$ cat config.mk
export PLATFORM = sky130hd
export DESIGN_NAME = multicycle_controller
export DESIGN_NICKNAME = d
export VERILOG_FILES = /design/src/rtl/multicycle_controller.sv
export SDC_FILE = /design/constraint.sdc
export NUM_CORES = 1
export LEC_CHECK = 0
export CAP_MARGIN = 10
export CORE_ASPECT_RATIO = 0.9
export CORE_MARGIN = 2
export CORE_UTILIZATION = 45
export DETAILED_ROUTE_END_ITERATION = 10
export PLACE_DENSITY = 0.92
export RECOVER_POWER = 25
export SYNTH_ARGS = -nofsm -noshare
export SYNTH_HDL_FRONTEND = slang
export SYNTH_SLANG_ARGS = --single-unit
$ cat constraint.sdc
create_clock -name clk -period 2.9 [get_ports clk]
set_input_delay 0.58 -clock clk [delete_from_list [all_inputs] [get_ports clk]]
set_output_delay 0.58 -clock clk [all_outputs]
set_load 0.05 [all_outputs]
$ cat src/rtl/multicycle_controller.sv
// Multi-cycle MIPS-subset controller: sequences FETCH/DECODE/EXEC/MEM/WB and drives the shared-ALU datapath.
// It adds handshaked memory waits with a timeout, a synchronised IRQ and trapping of undefined instructions.
module multicycle_controller #(
  parameter int MEM_TIMEOUT = 15,
  parameter int CNT_W       = 4,
  parameter int IRQ_SYNC    = 2
) (
  input  logic       clk,
  input  logic       reset,
  input  logic [5:0] OpCode,
  input  logic [5:0] Funct,
  input  logic       IRQ,
  input  logic       mem_ready,
  output logic       IRWrite,
  output logic       PCWrite,
  output logic       PCWriteCond,
  output logic [2:0] PCSrc,
  output logic       RegWrite,
  output logic [1:0] RegDst,
  output logic       MemRead,
  output logic       MemWrite,
  output logic [1:0] MemToReg,
  output logic [1:0] ALUSrcA,
  output logic [1:0] ALUSrcB,
  output logic       ExtOp,
  output logic       LuOp,
  output logic [1:0] ALUOp,
  output logic       UndefinedInst,
  output logic       irq_ack,
  output logic       bus_err,
  output logic [3:0] state
);

  typedef enum logic [3:0] {
    S_IDLE     = 4'd0,
    S_FETCH    = 4'd1,
    S_DECODE   = 4'd2,
    S_EXEC_R   = 4'd3,
    S_EXEC_I   = 4'd4,
    S_WB_ALU   = 4'd5,
    S_MEM_ADDR = 4'd6,
    S_MEM_RD   = 4'd7,
    S_WB_MEM   = 4'd8,
    S_MEM_WR   = 4'd9,
    S_BRANCH   = 4'd10,
    S_JUMP     = 4'd11,
    S_IRQ      = 4'd12,
    S_EXCEPT   = 4'd13
  } stateT;

  stateT               curState;
  logic [CNT_W-1:0]    waitCnt;
  logic [IRQ_SYNC-1:0] irqSync;
  logic                irqPrev;
  logic                irqPend;
  logic                busErrQ;

  logic isRType, isShift, isRAlu, isJr, isJalr, isJ, isJal;
  logic isIAlu, isLw, isSw, isBranch;
  logic memState, timeout, irqRise;

  assign isRType  = (OpCode == 6'h00);
  assign isShift  = isRType && (Funct inside {6'h00, 6'h02, 6'h03});
  assign isRAlu   = isShift || (isRType && (Funct inside {6'h20, 6'h21, 6'h22, 6'h23, 6'h24,
                                                          6'h25, 6'h26, 6'h27, 6'h2a, 6'h2b}));
  assign isJr     = isRType && (Funct == 6'h08);
  assign isJalr   = isRType && (Funct == 6'h09);
  assign isJ      = (OpCode == 6'h02);
  assign isJal    = (OpCode == 6'h03);
  assign isIAlu   = OpCode inside {6'h08, 6'h09, 6'h0a, 6'h0b, 6'h0c, 6'h0d, 6'h0f};
  assign isLw     = (OpCode == 6'h23);
  assign isSw     = (OpCode == 6'h2b);
  assign isBranch = OpCode inside {6'h01, 6'h04, 6'h05, 6'h06, 6'h07};

  assign UndefinedInst = !(isRAlu || isJr || isJalr || isJ || isJal ||
                           isIAlu || isLw || isSw || isBranch);

  // A memory state gives up only when the limit is reached and the ready still has not arrived.
  assign memState = curState inside {S_FETCH, S_MEM_RD, S_MEM_WR};
  assign timeout  = (MEM_TIMEOUT != 0) && memState && !mem_ready &&
                    (waitCnt == CNT_W'(MEM_TIMEOUT));
  assign irqRise  = irqSync[IRQ_SYNC-1] && !irqPrev;

  assign bus_err = busErrQ;
  assign state   = curState;

  always_ff @(posedge clk or negedge reset) begin
    if (!reset) begin
      curState <= S_IDLE;
      waitCnt  <= '0;
      irqSync  <= '0;
      irqPrev  <= 1'b0;
      irqPend  <= 1'b0;
      busErrQ  <= 1'b0;
    end else begin
      irqSync[0] <= IRQ;
      for (int i = 1; i < IRQ_SYNC; i++) irqSync[i] <= irqSync[i-1];
      irqPrev <= irqSync[IRQ_SYNC-1];

      // A fresh edge wins over the clear so a request landing in the IRQ cycle is not lost.
      if (irqRise) irqPend <= 1'b1;
      else if (curState == S_IRQ) irqPend <= 1'b0;

      if (memState && !mem_ready && !timeout) waitCnt <= waitCnt + CNT_W'(1);
      else waitCnt <= '0;

      if (timeout) busErrQ <= 1'b1;

      case (curState)
        S_IDLE:   curState <= S_FETCH;
        S_FETCH: begin
          if (mem_ready) curState <= S_DECODE;
          else if (timeout) curState <= S_EXCEPT;
        end
        S_DECODE: begin
          if (UndefinedInst) curState <= S_EXCEPT;
          else if (irqPend) curState <= S_IRQ;
          else if (isLw || isSw) curState <= S_MEM_ADDR;
          else if (isBranch) curState <= S_BRANCH;
          else if (isJ || isJal || isJr || isJalr) curState <= S_JUMP;
          else if (isRAlu) curState <= S_EXEC_R;
          else curState <= S_EXEC_I;
        end
        S_EXEC_R, S_EXEC_I: curState <= S_WB_ALU;
        S_MEM_ADDR: curState <= isLw ? S_MEM_RD : S_MEM_WR;
        S_MEM_RD: begin
          if (mem_ready) curState <= S_WB_MEM;
          else if (timeout) curState <= S_EXCEPT;
        end
        S_MEM_WR: begin
          if (mem_ready) curState <= S_FETCH;
          else if (timeout) curState <= S_EXCEPT;
        end
        S_WB_ALU, S_WB_MEM, S_BRANCH, S_JUMP, S_IRQ, S_EXCEPT: curState <= S_FETCH;
        default:  curState <= S_IDLE;
      endcase
    end
  end

  // Moore decode of the datapath controls; only FETCH looks at mem_ready to latch IR and PC.
  always_comb begin
    IRWrite     = 1'b0;
    PCWrite     = 1'b0;
    PCWriteCond = 1'b0;
    PCSrc       = 3'b000;
    RegWrite    = 1'b0;
    RegDst      = 2'b00;
    MemRead     = 1'b0;
    MemWrite    = 1'b0;
    MemToReg    = 2'b00;
    ALUSrcA     = 2'b00;
    ALUSrcB     = 2'b00;
    ExtOp       = 1'b0;
    LuOp        = 1'b0;
    ALUOp       = 2'b00;
    irq_ack     = 1'b0;
    case (curState)
      S_FETCH: begin
        MemRead = 1'b1;
        ALUSrcB = 2'b01;
        ALUOp   = 2'b10;
        if (mem_ready) begin
          IRWrite = 1'b1;
          PCWrite = 1'b1;
        end
      end
      S_DECODE: ALUSrcB = 2'b11;
      S_EXEC_R: ALUSrcA = isShift ? 2'b10 : 2'b01;
      S_EXEC_I: begin
        ALUSrcA = 2'b01;
        ALUSrcB = 2'b10;
        ALUOp   = 2'b11;
        ExtOp   = !(OpCode inside {6'h09, 6'h0b, 6'h0c, 6'h0d});
        LuOp    = (OpCode == 6'h0f);
      end
      S_WB_ALU: begin
        RegWrite = 1'b1;
        RegDst   = isRType ? 2'b01 : 2'b00;
      end
      S_MEM_ADDR: begin
        ALUSrcA = 2'b01;
        ALUSrcB = 2'b10;
        ALUOp   = 2'b10;
        ExtOp   = 1'b1;
      end
      S_MEM_RD: MemRead = 1'b1;
      S_WB_MEM: begin
        RegWrite = 1'b1;
        MemToReg = 2'b01;
      end
      S_MEM_WR: MemWrite = 1'b1;
      S_BRANCH: begin
        ALUSrcA     = 2'b01;
        ALUOp       = 2'b01;
        PCWriteCond = 1'b1;
        PCSrc       = 3'b001;
      end
      S_JUMP: begin
        PCWrite = 1'b1;
        PCSrc   = (isJ || isJal) ? 3'b010 : 3'b011;
        if (isJal || isJalr) begin
          RegWrite = 1'b1;
          RegDst   = isJal ? 2'b10 : 2'b01;
          MemToReg = 2'b10;
        end
      end
      S_IRQ: begin
        PCWrite  = 1'b1;
        PCSrc    = 3'b100;
        RegWrite = 1'b1;
        RegDst   = 2'b11;
        MemToReg = 2'b10;
        irq_ack  = 1'b1;
      end
      S_EXCEPT: begin
        PCWrite = 1'b1;
        PCSrc   = 3'b101;
      end
      default: ;
    endcase
  end

endmodule

# After elaboration in Yosys (flattened, before gate mapping)
# Cells that the tools add are included.
# W data, S select, Z words.
totals:
  ff_bits: 13
  wordCells: 134
classes:
  addsub: 1
  eq_ne: 44
  n_mux: 38
  n_reduce_logical: 45
ops:
  columns: ["operator", "count"]
  rows:
  - ["$eq A6 B6 Y1 const B", 12]
  - ["$eq A6 B4 Y1 const B", 9]
  - ["$mux W4", 11]
  - ["$eq A4 B4 Y1 const B", 7]
  - ["$pmux W4 S7", 1]
  - ["$eq A6 B2 Y1 const B", 4]
  - ["$eq A6 B3 Y1 const B", 4]
  - ["$pmux W2 S3", 4]
  - ["$eq A4 B3 Y1 const B", 4]
  - ["$logic_or A1 B1 Y1", 14]
  - ["$logic_not A6 Y1", 2]
  - ["$mux W1", 12]
  - ["$pmux W3 S4", 1]
  - ["$reduce_bool A10 Y1", 1]
  - ["$reduce_or A3 Y1", 3]
  - ["$eq A4 B2 Y1 const B", 2]
  - ["$logic_and A1 B1 Y1", 8]
  - ["$mux W2", 4]
  - ["$reduce_or A2 Y1", 4]
  - ["$reduce_bool A7 Y1", 1]
  - ["$reduce_or A7 Y1", 1]
  - ["$eq A6 B1 Y1 const B", 1]
  - ["$pmux W1 S2", 3]
  - ["$reduce_bool A3 Y1", 2]
  - ["9 further kinds", 13]

# Depth between registers and ports, before layout
# Gate-level depths: netlist of run 1.
depth:
  depth_word: 14
  ltp_mapped: 6
  mapped_depth_nobuf: 6

# Worst setup path before layout of run 1
# OpenSTA, ideal clock, no wires.
synth_timing:
  kind: "register to output"
  startpoint: "register curState[2], in the netlist state[2]"
  endpoint: "output MemRead"
  arrival_time_ns: 2.918
  setup_slack_ns: -0.598
  stages_incl_launch_ff: 5
  path_buffers: 2
  path_cell_list: "dfrtp_1 > clkbuf_1 > clkbuf_1 > nor2b_1 > nor4b_1"
synth_between:
  elab_chain_cells: 3
synth_rtl:
  columns: ["element", "line", "rtl"]
  rows:
  - ["from (decl)", "51", "stateT curState;"]
  - ["from (signal assigned)", "125", "S_MEM_ADDR: curState <= isLw ? S_MEM_RD : S_MEM_WR;"]
  - ["$eq A4 B1 Y1 / $eq A4 B3 Y1 (equally long branches)", "157", "case (curState)"]
  - ["$reduce_or A2 Y1 (no line) (*)", null, null]
  - ["$mux W1 (*)", "157", null]
  - ["to (decl)", "20", "output logic MemRead,"]
# Every way passes the cells marked *; elsewhere a longest branch is shown, timed or not.

# Worst setup path after layout of run 1
layout_timing:
  startpoint: "input OpCode[3]"
  endpoint: "output RegDst[1]"
layout_between:
  elab_chain_cells: 5
layout_rtl:
  columns: ["element", "line", "rtl"]
  rows:
  - ["from (decl)", "10", "input logic [5:0] OpCode,"]
  - ["$logic_not A6 Y1", "62", "assign isRType = (OpCode == 6'h00);"]
  - ["$logic_and A1 B1 Y1", "67", "assign isJalr = isRType && (Funct == 6'h09);"]
  - ["$logic_or A1 B1 Y1", "201", "if (isJal || isJalr) begin"]
  - ["$mux W2 (*)", "201", null]
  - ["$pmux W2 S3 (*)", "157", null]
  - ["to (decl)", "19", "output logic [1:0] RegDst,"]
# Marked as above.

==> results of run 1 <==
where the power goes:
group | switching [W] | leakage, nW | internal [W]
clock network | 0.0000589 | 0.0150 | 0.0000533
logic | 0.000599 | 0.648 | 0.000353
registers | 0.0000928 | 0.159 | 0.000216
total | 0.000750 | 0.822 | 0.000622
logic make-up (layout without fill, tap and decap cells):
family	count (synthesis)	after routing	synth area share, %
XOR/XNOR	2	2	1.404
buffers and inverters	20	73	6.319
flip-flops	13	13	26.08
adder cells (fa/ha/maj)	1	1	1.003
AND/OR/NAND/NOR	91	91	38.32
multiplexers	1	1	0.8024
AO/OA/AOI/OAI	46	46	26.08
final timing paths:
kind	end	start	slack, ns
worst max-delay path	RegDst[1]	OpCode[3]	0.04
worst min-delay path	irqSync[1]	irqSync[0]	0.37
worst max register to register	state[2]	state[1]	1.11
worst min register to register	irqSync[1]	irqSync[0]	0.37
max in group asynchronous	state[2]	reset	1.75
min in group asynchronous	irqSync[0]	reset	0.74
timing repair:
item                                   4_1_cts  5_1_grt
resized for setup                            9       10
pin swaps                                    7        3
cloned                                       0        0
hold buffers                                 0        0
endpoints found under the hold margin        0        0
setup endpoints to repair                    4       12
setup buffers                                2        0
worst reg2reg max path, cell delays in order, from the launching register on:
cell and delay [ns]:
sky130_fd_sc_hd__dfrtp_1 0.62, sky130_fd_sc_hd__nand2b_1 0.25, sky130_fd_sc_hd__nor3_1 0.46, sky130_fd_sc_hd__o21ai_0 0.18, sky130_fd_sc_hd__o21ai_0 0.11, sky130_fd_sc_hd__a211o_1 0.12
through the flow:
step                      hold WS [ns]  instance area (um^2)  setup WS [ns]
after floorplan                 0.2844                  1265        0.03912
after global placement          0.3466                  1881        -0.1144
after detailed placement        0.3364                  1881        -0.1984
after CTS                       0.3773                  1941        0.02044
after global routing            0.3922                  1973      -0.003356
final                           0.3692                  1973        0.03793
layout by cell type (no fill, tap or decap), types with 3 or more instances in the layout:
| master | netlist | routed |
|---|---|---|
| sky130_fd_sc_hd__nor2_1 | 28 | 27 |
| sky130_fd_sc_hd__clkdlybuf4s50_1 | 0 | 23 |
| sky130_fd_sc_hd__buf_4 | 1 | 19 |
| sky130_fd_sc_hd__nand2_1 | 15 | 14 |
| sky130_fd_sc_hd__dfrtp_1 | 13 | 10 |
| sky130_fd_sc_hd__nand2b_1 | 9 | 9 |
| sky130_fd_sc_hd__inv_1 | 9 | 9 |
| sky130_fd_sc_hd__o21ai_0 | 10 | 9 |
| sky130_fd_sc_hd__buf_12 | 0 | 9 |
| sky130_fd_sc_hd__a21oi_1 | 10 | 8 |
| sky130_fd_sc_hd__nor2b_1 | 7 | 7 |
| sky130_fd_sc_hd__nor3_1 | 8 | 7 |
| sky130_fd_sc_hd__nand3_1 | 5 | 5 |
| sky130_fd_sc_hd__dlygate4sd2_1 | 0 | 4 |
| sky130_fd_sc_hd__o22ai_1 | 3 | 3 |
| sky130_fd_sc_hd__nand4_1 | 3 | 3 |
| sky130_fd_sc_hd__or3_1 | 3 | 3 |
| sky130_fd_sc_hd__clkbuf_4 | 0 | 3 |
| sky130_fd_sc_hd__dfrtp_2 | 0 | 3 |
Yosys cell counts (3+ instances only):
cell                       number
sky130_fd_sc_hd__dfrtp_1       13
sky130_fd_sc_hd__o22ai_1        3
sky130_fd_sc_hd__nor2b_1        7
sky130_fd_sc_hd__clkbuf_1       9
sky130_fd_sc_hd__or3_1          3
sky130_fd_sc_hd__nand4_1        3
sky130_fd_sc_hd__nor3_1         8
sky130_fd_sc_hd__nand2_1       15
sky130_fd_sc_hd__inv_1          9
sky130_fd_sc_hd__a21oi_1       10
sky130_fd_sc_hd__nor2_1        28
sky130_fd_sc_hd__o21ai_0       10
sky130_fd_sc_hd__nand2b_1       9
sky130_fd_sc_hd__nand3_1        5
layer usage:
layer  track usage, %  vias up
met5                0        -
met4            6.667        0
met3            5.769        8
met2            45.24       84
met1            33.58      705
li1                 -      732
state kept, by name, indices dropped and copies added (netlist names):
name     flops
irqPrev      1
irqPend      1
waitCnt      4
irqSync      2
state        4
bus_err      1
layout make-up:
class                   instances  area, um^2  area share [%]
inverters                       9       33.78           1.712
repair buffers                 60       643.1           32.59
flip-flops and latches         13       329.1           16.68
well taps                      30       37.54           1.902
multi-input cells             141       903.4           45.78
clock buffers                   4       26.28           1.332
==> flow_results.org, run 1 <==
** Setup path
- Traced cell by cell, the critical path runs through dlygate4sd2_1 -> or4_4 -> buf_6 -> or4_4 -> nand2_2 -> buf_12.
- Counting both buffers and inverters, the worst setup path holds a total of 3.
- By instance count, the cell type seen most on the critical path is sky130_fd_sc_hd__or4_4.
- Maximum single-stage delay on the critical path :: 0.57 ns
- Critical path data required time :: 2.32 ns
- The critical path in this run is classified as input port to primary output.
- CP arrival :: 2.28 ns
- Peak fanout along the critical path :: 4
- Kind of launch point of the worst setup path :: input port
- Cell with the largest stage delay on the worst path :: sky130_fd_sc_hd__or4_4
- The critical path runs through a total of 6 cells.
- On the critical path the largest part of the delay comes from simple AND/OR/NAND/NOR gates.
- The worst setup path is captured at a primary output.
- Number of cells on the worst reg-to-reg path :: 5

** Timing
- Max Clock Freq :: 0.3494 GHz
- At the pin with the least slew margin, the transition time is 0.5774 ns.
- Pins Over Slew Limit :: 0
- Setup violations remaining at the end of the flow were counted as 0.
- Total Negative Setup Slacks :: 0 ns
- Relative max-transition margin :: 61.38%
- Dividing the final minimum period by the clock period gives 98.69%.
- The number of hold violations in the final report is 0.
- Setup repair after global routing could not meet its margin everywhere.
- Final worst path period need :: 2.862 ns
- Post-route clock skew :: 0.002961 ns

** Detailed routing
- Final routed wirelength across all metal layers :: 3.910 mm
- Vias per cell :: 5.949
- Top layer used by detailed routing :: met4
- Post-route antenna net violation count :: 0
- In the final routing, the length of wire on met1 measures 1.563 mm.
- Detailed route wirelength on metal2 :: 1.986 mm
- Count of vias placed by the detailed router :: 1529
- In the final routed layout, each cell accounts on average for 15.21 um.
- Met3 wire len :: 294 um
- Residual DRC count :: 0
- DRC violation total after the first TritonRoute iteration :: 112
- Drt pass-1 iters :: 4

** Finish
- Cells with a size suffix above 1 make up 23.35% of the layout.
- Excluding fillers, the count of instances in the completed layout stands at 257.
- Core Util, Final :: 73.01%
- Area added between synthesis and finish :: 58.17%
- The number of antenna diodes in the final layout is 0.
- Fill cell instance count of the final layout :: 204
- Net count of the finished layout :: 245

** Logic synthesis
- Synthesis produced a netlist with a net count of 191.
- In this run, synthesis inferred 0 flip-flops with an integrated enable.
- Counting flops with an async set or reset pin after synthesis yields a share of 100.0%.
- Summing the sequential cell areas from Yosys gives 26.08% of the chip area.
- The average instance in the mapped netlist occupies 7.169 um^2.
- Library cells used by synthesis :: 50
- Synth top area share :: 26.08%
- Yosys printed 0 warnings.
- Post-synth top area cell :: sky130_fd_sc_hd__dfrtp_1
- Flip-flop and latch count after synthesis :: 13
- Post-synthesis instance area :: 0.001247 mm^2
- Synthesis handed over a netlist of 174 instances.
- For this run, the leading register cell type out of synthesis is sky130_fd_sc_hd__dfrtp_1.
- Top cells by area, synth :: sky130_fd_sc_hd__dfrtp_1 26%, sky130_fd_sc_hd__nor2_1 8.4%, sky130_fd_sc_hd__nand2_1 4.5%

** Clock network
- Clock-pin slew was measured on the worst setup and hold paths at 0.08 ns.
- Insertion delay to the later sink of the worst-skew pair :: 0.27 ns
- Clock tree root buffer cell :: sky130_fd_sc_hd__clkbuf_4
- TritonCTS built the clock tree.
- In this run the number of H-tree levels came out at 1.
- Num Clock Sinks :: 13
- Number of buffers between clock root and the deepest sink :: 2
- Buffers inserted during clock tree synthesis total 3.

** Global route
- Global routing used 26.27% of the available tracks across all layers.
- The number of antenna violations at the first check in global routing came to 0.
- Vias in the first global route :: 1413
- The first global-routing pass estimated 6.368 mm of wire.
- The total overflow left after global routing is 0.
- Largest net degree at the start of global routing :: 20

** Flow run
- The tool flagged a number of max-cap violations equal to 0.

** Floorplanning
- Core box area :: 0.002703 mm^2
- For this design the top-level I/O count stands at 44.
- Die footprint :: 0.003210 mm^2
- Starting Density :: 46.16%
- The die is 59.50 um wide.
- The initialized floorplan defines 18 standard-cell rows.
- In this run the vertical extent of the chip is 53.95 um.

** Placement
- Detailed placement ended at an HPWL of 2.958 mm.
- Port buffering added 43 buffers.
- After detailed placement, the design holds a cell count of 251.
- Final weighted congestion of routability-driven global placement :: 0.9395

** Min path
- Hold Crit Depth :: 0
- Tightest Hold Check Type :: flop to flop

** Run status
- Run status :: finished, final reports clean

** Power
- Leakage power :: 0.8222 nW
- VDD sags by at most 0.3955 mV.
- Cell Pwr Density :: 695.5 mW/mm^2
- The design draws 0.001372 W.
Power figures use the tool's default switching activity.
==> run 2, diff against run 1 <==
- CORE_ASPECT_RATIO: 0.9 -> 0.7
==> run 2 against run 1 <==
Maximum frequency shrank 0.41%. Sequential cell count stayed put. Global-route usage up 3.4 points. Via count increased by 5.3%. Non-clock buffer count stayed put. Critical endpoint unchanged. Largest cell class unchanged. Largest power group unchanged. Highest routed layer unchanged.
==> flow_results.org, run 2 (synthesis results as in run 1) <==
** Clock network
- Num Clock Sinks :: 13 (unchanged)
- The number of levels the H-tree was split into was 1 (unchanged).
- The maximum root-to-sink buffer count was 2 (unchanged).
- CTS clk-pin slew, worst paths :: 0.05 ns (-0.03 ns)
- The number of buffers added to fix hold violations after cts is 0 (unchanged).
- Clock tree root buffer cell :: sky130_fd_sc_hd__clkbuf_8
- Insertion delay to the later sink of the worst-skew pair :: 0.24 ns (-0.03 ns)
- The number of buffers created by CTS is 3 (unchanged).
- TritonCTS clock tree :: done

** Finish
- Layout cells sized above 1 :: 24.23% (+0.88 points)
- Antenna cell count :: 0 (unchanged)
- In the layout the commonest cells are 27 x sky130_fd_sc_hd__nor2_1, 23 x sky130_fd_sc_hd__buf_4, 21 x sky130_fd_sc_hd__clkdlybuf4s50_1.
- The area growth from synthesis to layout is 59.38%.
- The count of nets after finishing was 245 (unchanged).
- The library cell used most frequently in the layout, excluding fill and tap cells, is sky130_fd_sc_hd__nor2_1.
- The post-layout instance area came to 0.001988 mm^2 (+0.76%).

** Power
- Cell Pwr Density :: 724.3 mW/mm^2 (+4.1%)
- Leakage power :: 0.8311 nW (+1.1%)
- The worst supply voltage drop on vdd is 0.4715 mV (+19%).

** Global route
- The wire length of the first global-routing pass is 7.024 mm (+10%).
- The maximum number of pins on one net before global-route repair is 20 (unchanged).
- Number of antenna violations at the first check in global routing :: 0 (unchanged)
- Global-route usage over all layers :: 29.69% (+3.4 points)
- The via count of the first global-routing pass was 1450 (+2.6%).
- Residual overflow from global routing :: 0 (unchanged)

** Setup path
- The setup path with the least slack is of type input port to primary output.
- Number of cells on the worst reg-to-reg path :: 5 (unchanged)
- Peak fanout along the critical path :: 3 (-1)
- Critical path data required time :: 2.32 ns (about the same)
- Critical register-to-register path startpoint :: state[1]
- The endpoint identified for the worst register-to-register timing path is state[2].
- Following the worst setup path forward leads to its endpoint at RegDst[1].
- Register-to-register setup slack :: 0.98 ns (-0.13 ns)
- STA classifies the critical path endpoint as a primary output.
- CP arrival :: 2.29 ns (about the same)
- The worst setup path is launched from an input port.
- The most critical setup path has its startpoint at OpCode[4].

** Timing
- Slew at the pin closest to its max-slew limit :: 0.5757 ns (-0.001757 ns)
- The number of hold violations in the final report came to 0 (unchanged).
- Final worst path period need :: 2.874 ns (+0.01173 ns)
- Post-route clock skew :: 0.006483 ns (+0.003522 ns)
- The final number of setup-violating endpoints came to 0 (unchanged).
- The normalized max-slew margin was 61.50% (+0.12 points).
- The worst hold slack came to 0.3588 ns (-0.01041 ns).
- Setup repair after global routing could not meet its margin everywhere.
- The final cycle utilization of the critical path came to 99.10% (+0.40 points).
- The count of final max-slew check failures came to 0 (unchanged).
- Max Clock Freq :: 0.3480 GHz (-0.41%)

** Min path
- Tightest Hold Check Type :: flop to flop
- Critical hold path startpoint :: irqSync[0]

** Floorplanning
- Starting Density :: 48.87% (+2.7 points)
- The floorplan row count came to 15 (-3).
- Boundary pin count :: 44 (unchanged)
- The horizontal extent of the die was 66.93 um (+12%).
- The vertical die dimension was 48.05 um (-11%).
- Core box area :: 0.002552 mm^2 (-5.6%)
- The overall die area came to 0.003216 mm^2 (+0.19%).

** Detailed routing
- The total wire length was 4.456 mm (+14%).
- The detailed-route vias per instance came to 6.169 (+3.7%).
- Drt pass-1 iters :: 5 (+1)
- The average routed wire per standard cell is 17.07 um (+12%).
- Count of vias placed by the detailed router :: 1610 (+5.3%)
- The number of DRC markers after the initial detailed-route iteration came to 228 (+100%).
- Residual DRC count :: 0 (unchanged)
- The remaining antenna violation count came to 0 (unchanged).

** Placement
- Half-perimeter wire length of the detailed placement result :: 3.172 mm (+7.2%)
- The cell area after placement was 0.001878 mm^2 (-0.13%).
- The placer congestion estimate is 0.9282 (-1.2%).
- IO Port Bufs :: 43 (unchanged)

** Flow run
- The count of max-cap constraint violations is 0 (unchanged).

** Run status
- The run finished with clean final reports.
-- run 2: where the power goes --
part	internal [W]	switching (W)
Sequential	0.000214	0.0000949
Clock	0.0000949	0.0000681
Combinational	0.000354	0.000615
Total	0.000663	0.000777
-- run 2: per-stage QoR --
stage	utilization (%)	setup slack [ns]	setup TNS, ns	total power, W	instances
floorplan	-	0.03912	0	0.0009097	174
global route	77.89	-0.04500	-0.09547	0.001515	261
global placement	73.58	-0.08481	-0.2494	0.001229	255
CTS	76.72	0.01766	0	0.001407	261
detailed placement	73.58	-0.1682	-0.5448	0.001246	255
finish	77.89	0.02620	0	0.001440	261
-- run 2: repair_timing --
item,in CTS,in global routing
endpoints found under the setup margin,4,6
buffers inserted,2,0
hold endpoints to repair,0,0
pin swaps,5,2
resized for setup,9,7
-- run 2: how the worst min path moves through the flow --
stage	endpoint	slack, ns	depth (start not counted)
floorplan	bus_err	0.28	0
global placement	irqSync[1]	0.34	0
detailed placement	irqSync[1]	0.34	0
CTS	irqSync[1]	0.36	0
global route	irqSync[1]	0.38	0
finish	irqSync[1]	0.36	0
-- run 2: layer usage --
layer	vias to the layer above	GRT usage, %	part of all wire [%]
li1	731	-	-
met1	732	40.63	41
met2	127	47.00	46
met3	20	7.529	11
met4	0	9.388	2.5
met5	-	0	0
-- run 2: area by class of cell --
cell class	count	area (um^2)
clock buffer	3	41.29
inverter	9	33.78
multi-input combinational	141	909.6
timing repair buffer	60	629.4
fill	183	564.3
tap	34	42.54
clock inverter	1	5.005
sequential	13	326.6
-- run 2: worst max-delay path, cell delays in order --
cell and delay (ns):
sky130_fd_sc_hd__dlygate4sd2_1 0.24, sky130_fd_sc_hd__or4_4 0.55, sky130_fd_sc_hd__buf_4 0.16, sky130_fd_sc_hd__or4_4 0.52, sky130_fd_sc_hd__nand2_4 0.09, sky130_fd_sc_hd__buf_12 0.14
